==> src/rtl/regfile_write_port.sv <==
// Write side of the 8-entry general register bank: a valid/ready request port
// feeding a one-entry commit stage that writes exactly one register per commit.
module regfile_write_port #(
    parameter int unsigned      WIDTH       = 16,
    parameter logic [WIDTH-1:0] RESET_VALUE = '0
) (
    input  logic             clk,
    input  logic             rst,
    input  logic             wr_valid,
    output logic             wr_ready,
    input  logic [2:0]       wr_addr,
    input  logic [WIDTH-1:0] wr_data,
    input  logic             hold,
    output logic             pend_valid,
    output logic [2:0]       pend_addr,
    output logic [WIDTH-1:0] pend_data,
    output logic [WIDTH-1:0] A,
    output logic [WIDTH-1:0] B,
    output logic [WIDTH-1:0] C,
    output logic [WIDTH-1:0] D,
    output logic [WIDTH-1:0] E,
    output logic [WIDTH-1:0] F,
    output logic [WIDTH-1:0] G,
    output logic [WIDTH-1:0] H
);

    localparam int unsigned DEPTH = 8;

    logic [WIDTH-1:0] regs [DEPTH];
    logic             commit;
    logic             accept;

    // A full stage can only drain while hold is low, so that is when room appears.
    assign wr_ready = ~pend_valid | ~hold;
    assign commit   = pend_valid & ~hold;
    assign accept   = wr_valid & wr_ready;

    always_ff @(posedge clk) begin
        if (rst) begin
            for (int i = 0; i < DEPTH; i++) begin
                regs[i] <= RESET_VALUE;
            end
            pend_valid <= 1'b0;
            pend_addr  <= 3'b000;
            pend_data  <= '0;
        end else begin
            if (commit) begin
                regs[pend_addr] <= pend_data;
            end
            // A new accept refills the stage in the same edge the old entry commits.
            if (accept) begin
                pend_valid <= 1'b1;
                pend_addr  <= wr_addr;
                pend_data  <= wr_data;
            end else if (commit) begin
                pend_valid <= 1'b0;
                pend_addr  <= 3'b000;
                pend_data  <= '0;
            end
        end
    end

    // Index 7 maps to A down to index 0 on H, matching the read-select encoding.
    assign A = regs[7];
    assign B = regs[6];
    assign C = regs[5];
    assign D = regs[4];
    assign E = regs[3];
    assign F = regs[2];
    assign G = regs[1];
    assign H = regs[0];

endmodule

==> config.mk <==
export PLATFORM = sky130hd
export DESIGN_NAME = regfile_write_port
export DESIGN_NICKNAME = d
export VERILOG_FILES = /design/src/rtl/regfile_write_port.sv
export SDC_FILE = /design/constraint.sdc
export NUM_CORES = 1
export LEC_CHECK = 0
export CORE_MARGIN = 1
export CORE_UTILIZATION = 43
export CTS_CLUSTER_DIAMETER = 30
export DETAILED_ROUTE_END_ITERATION = 6
export HOLD_SLACK_MARGIN = 0.05
export PLACE_DENSITY = 0.75
export SKIP_LAST_GASP = 1
export SLEW_MARGIN = 10
export SYNTH_ARGS = -nofsm -noshare
export SYNTH_HDL_FRONTEND = slang
export SYNTH_SLANG_ARGS = --single-unit
==> constraint.sdc <==
create_clock -name clk -period 3.9 [get_ports clk]
set_input_delay 0.78 -clock clk [delete_from_list [all_inputs] [get_ports clk]]
set_output_delay 0.78 -clock clk [all_outputs]
set_load 0.02 [all_outputs]
==> impl_metrics.json, run 1 <==
{
  "vdd_drop_max_uv": 312,
  "critPathArrivalTime_ps": 2110,
  "fin_util_pct": 64.1,
  "diodes": 0,
  "dr.pass1.iters": 5,
  "cts_tree": "built",
  "grt_pass1_wl_um": 19000,
  "cp-start-kind": "input pin",
  "avgSynthCellArea_um2": 16.5,
  "cpMostUsedCell": "clkdlybuf4s50_1",
  "r2r-end": "regs[5][10]$_SDFFCE_PN0P_",
  "hold_viol": 0,
  "cts_resized": 0,
  "postLayoutCellArea_um2": 8050,
  "htreeDepth": 4,
  "cts_hold_buf": 0,
  "synth_area_um2": 5530,
  "place_hpwl_um": 9060,
  "fin_nets": 541,
  "timing.fmax_mhz": 346,
  "fill_cells": 908,
  "die_w_um": 115,
  "clockBufferDepth": 2,
  "gp_congestion": 0.756,
  "clock_latency_ps": 410,
  "synth_fp_nets": 358,
  "crit_path_top_delay_cell": "clkdlybuf4s50_1",
  "grt_pass1_vias": 3365,
  "timing.final.crit_period_ps": 2890,
  "drv_cap": 0,
  "area_growth_pct": 45.5,
  "start_util_pct": 44.0,
  "fin_crit_sh_pct": 74.2,
  "status": "complete, no violations",
  "ys_seq_area_share_pct": 76.7,
  "path_class": "input pin to primary output",
  "die_area_um2": 13300,
  "finalSetupViolCount": 0,
  "met2_usage_pct": 32.2,
  "min_path_type": "flip-flop to flip-flop",
  "layout.cells.non_filler": 703,
  "placed_area_um2": 7420,
  "required_ps": 3120,
  "gr-usage-met1_pct": 26.4,
  "design.core.area_um2": 12600,
  "p_per_area_nw_per_um2": 475,
  "finalClockSkew_ps": 10.9,
  "synthCells": 335,
  "ff2ff_path_depth": 3,
  "wl_um": 13000,
  "antenna_found_initial": 0,
  "maxSlewViolCount": 0,
  "grt_overflow": 0,
  "port_buffers": 171,
  "cp-end-kind": "primary output",
  "grt.busiest_layer": "met2",
  "drive_gt1_share_pct": 10.2,
  "dieHeight_um": 115,
  "drt_iter0_drc": 178,
  "cpPeakStageDelay_ps": 630,
  "most-common-layout-cells": "clkdlybuf4s50_1 (171), edfxtp_1 (128), and2_1 (127)",
  "cts_setup_buffers": 0,
  "hold_ws_ps": 620,
  "worstSetupStartpoint": "hold",
  "crit_chain": "clkdlybuf4s50_1 > nand2_1 > clkdlybuf4s50_1",
  "ys_ff_latch": 148,
  "drc": 0,
  "wl_per_cell_um": 18.5,
  "cts_buffers": 17,
  "relSlewSlack_pct": 41.7,
  "grt_usage_pct": 20.2,
  "cp_max_fo": 6,
  "antenna_left": 0,
  "grt_use_met3_pct": 6.12,
  "r2r-start": "pend_addr[0]$_SDFFE_PP0P_",
  "yosysUniqueCellTypes": 22,
  "worst_pin_slew_ps": 874,
  "io_pins": 172,
  "core.rowCount": 41,
  "numClockSinks": 148,
  "cts_root_buf": "clkbuf_16",
  "tns_ps": 0,
  "post-place-cells": 671,
  "vias_per_cell": 4.78,
  "clk_pin_slew_ps": 60,
  "grt_max_degree": 20,
  "endpoint": "wr_ready",
  "rsz0062_at_grt": "false",
  "leakage_nw": 2.98,
  "vias": 3360,
  "layout_commonest_cell": "clkdlybuf4s50_1",
  "yosysWarnings": 0,
  "r2r_slack_ps": 1540
}
[registers in the layout, indices dropped and copies added (netlist names)]
signal	count
pend_valid	1
regs	128
pend_data	16
pend_addr	3
[cells in the mapped netlist, drive strengths merged]
library cell | number | area share, %
dfxtp | 20 | 7.2
a22o | 19 | 3.0
nand2 | 2 | 0.27
buf | 5 | 0.90
nand2b | 1 | 0.11
nor4 | 2 | 0.77
edfxtp | 128 | 69
clkbuf | 7 | 0.47
a21oi | 2 | 0.25
and2 | 128 | 14
nor2 | 7 | 1.0
or2 | 10 | 1.1
and3b | 1 | 0.16
nand4bb | 1 | 0.20
or4b | 2 | 0.50
[per-stage QoR]
| step | total power [W] | setup WS [ps] |
|---|---|---|
| floorplan | 0.00197 | 1600 |
| global placement | 0.00215 | 818 |
| detailed placement | 0.00215 | 761 |
| CTS | 0.00384 | 1010 |
| global route | 0.00393 | 942 |
| finish | 0.00382 | 1010 |
[critical path: cells and delay by family]
family                 cells  cell delay (ps)
buffers and inverters      2             1150
and+or+nand+nor            1              180
[worst min path at each step]
stage	from	end	slack [ps]	cells after the start
floorplan	pend_valid$_SDFFE_PP0P_	pend_valid$_SDFFE_PP0P_	650	2
global placement	pend_addr[2]$_SDFFE_PP0P_	pend_addr[2]$_SDFFE_PP0P_	590	1
detailed placement	pend_addr[2]$_SDFFE_PP0P_	pend_addr[2]$_SDFFE_PP0P_	600	1
CTS	pend_addr[2]$_SDFFE_PP0P_	pend_addr[2]$_SDFFE_PP0P_	610	1
global route	pend_addr[2]$_SDFFE_PP0P_	pend_addr[2]$_SDFFE_PP0P_	630	1
finish	pend_addr[2]$_SDFFE_PP0P_	pend_addr[2]$_SDFFE_PP0P_	620	1
[power by group]
group          switching, W  internal [W]
registers         0.0000590       0.00177
clock network      0.000631       0.00108
logic              0.000149      0.000134
total              0.000840       0.00298
[cell families after synthesis]
group,share of synthesized area [%]
flops,76.7
compound gates,3.28
buf+inv,1.38
simple gates,18.7
[layer usage]
metal	part of all wire [%]	wire length (um)
met2	48	6220
met5	0	0
met1	44	5680
met3	8.2	1060
met4	0.55	72
[final cells by class]
| type | count | area (um^2) | share of cell area (%) |
|---|---|---|---|
| flip-flops and latches | 148 | 4240 | 52.7 |
| well taps | 172 | 215 | 2.67 |
| repair buffers | 176 | 1750 | 21.7 |
| multi-input cells | 175 | 1210 | 15.1 |
| clock inverters | 15 | 204 | 2.53 |
| clock buffers | 17 | 425 | 5.28 |
No activity file was read; power rests on OpenSTA's default activity.
==> inputs of run 2 (changes only) <==
==> constraint.sdc (replaced) <==
create_clock -name clk -period 3.05 [get_ports clk]
set_input_delay 0.61 -clock clk [delete_from_list [all_inputs] [get_ports clk]]
set_output_delay 0.61 -clock clk [all_outputs]
set_load 0.02 [all_outputs]
==> impl_metrics.json, run 2 (same netlist as run 1, synthesis figures left out) <==
{
  "grt_pass1_wl_um": 19800,
  "cts_resized": 0,
  "hold_viol": 0,
  "path_class": "input pin to primary output",
  "die_w_um": 115,
  "design.core.area_um2": 12600,
  "fin_util_pct": 64.9,
  "status": "complete, no violations",
  "dp_slack_ps": 457,
  "gp_congestion": 0.775,
  "start_util_pct": 44.0,
  "port_buffers": 171,
  "clockBufferDepth": 2,
  "dr.pass1.iters": 5,
  "htreeDepth": 4,
  "fin_ws_ps": 525,
  "p_per_area_nw_per_um2": 608,
  "worst_pin_slew_ps": 716,
  "ff2ff_path_depth": 4,
  "diodes": 0,
  "cp_max_fo": 6,
  "grt_max_degree": 20,
  "grt_pass1_vias": 3432,
  "timing.fmax_mhz": 396,
  "cp-end-kind": "primary output",
  "cts_setup_buffers": 0,
  "largest_register_ffs": 128,
  "critPathArrivalTime_ps": 1910,
  "antenna_left": 0,
  "layout_commonest_cell": "clkdlybuf4s50_1",
  "most-common-layout-cells": "clkdlybuf4s50_1 (171), edfxtp_1 (128), and2_1 (127)",
  "finalSetupViolCount": 0,
  "clk_pin_slew_ps": 60,
  "grt_overflow": 0,
  "fill_cells": 907,
  "numClockSinks": 148,
  "drv_cap": 0,
  "min_path_type": "flip-flop to flip-flop",
  "vias_per_cell": 4.80,
  "cts_root_buf": "clkbuf_16",
  "report.power.total_w": 0.00497,
  "relSlewSlack_pct": 52.3,
  "required_ps": 2440,
  "leakage_nw": 3.04,
  "placed_area_um2": 7520,
  "area_growth_pct": 47.5,
  "dieHeight_um": 115,
  "fin_crit_sh_pct": 82.8,
  "io_pins": 172,
  "reg.largest.list": "regs (128), pend_data (16), pend_addr (3)",
  "cts_tree": "built",
  "r2r-end": "regs[5][13]$_SDFFCE_PN0P_",
  "cts_buffers": 17,
  "holdPathStages": 1,
  "cp-start-kind": "input pin",
  "worstSetupStartpoint": "hold",
  "grt_usage_pct": 21.2,
  "core.rowCount": 41,
  "fin_nets": 554,
  "hp-start": "pend_addr[2]$_SDFFE_PP0P_",
  "vdd_drop_max_uv": 292,
  "drive_gt1_share_pct": 11.8,
  "vias": 3434,
  "wl_per_cell_um": 18.9,
  "tns_ps": 0,
  "r2r-start": "pend_addr[0]$_SDFFE_PP0P_",
  "antenna_found_initial": 0,
  "die_area_um2": 13300,
  "maxSlewViolCount": 0,
  "drt_iter0_drc": 263,
  "wl_um": 13500,
  "r2r_slack_ps": 1130,
  "postLayoutCellArea_um2": 8160,
  "hold_end": "pend_addr[2]$_SDFFE_PP0P_",
  "timing.final.crit_period_ps": 2520,
  "rsz0062_at_grt": "false",
  "clock_latency_ps": 420,
  "drc": 0,
  "cts_hold_buf": 0,
  "regMostFlops": "regs",
  "finalClockSkew_ps": 18.7,
  "place_hpwl_um": 9240
}
run 2: cell count changes in the layout (fill, tap and decap cells not counted), moves of 2 or more:
cell | previous run | this run
buf_4 | 5 | 18
clkbuf_1 | 0 | 2
inv_6 | 2 | 0
clkinvlp_4 | 1 | 5
clkinv_4 | 5 | 2
clkinv_2 | 3 | 0
run 2: worst max path at each step:
stage	cells after the start	end
global placement	5	regs[6][5]$_SDFFCE_PN0P_
floorplan	3	regs[6][0]$_SDFFCE_PN0P_
CTS	3	wr_ready
global route	3	wr_ready
finish	3	wr_ready
detailed placement	5	regs[6][5]$_SDFFCE_PN0P_
run 2: critical path: stages:
cell and delay (ps):
clkdlybuf4s50_1 510, nand2_1 170, clkdlybuf4s50_1 620
run 2: final cells by class:
| class | instances | area (um^2) | area share [%] |
|---|---|---|---|
| clock buffer | 19 | 433 | 5.30 |
| clock inverter | 13 | 209 | 2.56 |
| multi-input combinational | 175 | 1210 | 14.9 |
| sequential | 148 | 4240 | 52.0 |
| tap | 172 | 215 | 2.64 |
| timing repair buffer | 189 | 1850 | 22.6 |
run 2: power by group:
part           internal (W)  switching [W]  total, W
registers           0.00227      0.0000645   0.00233
logic              0.000180       0.000206  0.000385
clock network       0.00145       0.000798   0.00225
total               0.00390        0.00107   0.00497
run 2: layer usage:
layer  global-route usage [%]  routed length (um)
met1                     27.0                5570
met2                     35.0                6750
met3                     7.43                1150
met4                     5.19                  65
met5                        0                   0
run 2: stage by stage:
stage          cells  hold WS, ps
4_1_cts          716          603
2_1_floorplan    335          653
3_5_place_dp     684          584
3_3_place_gp     684          588
6_report         716          608
5_1_grt          716          645
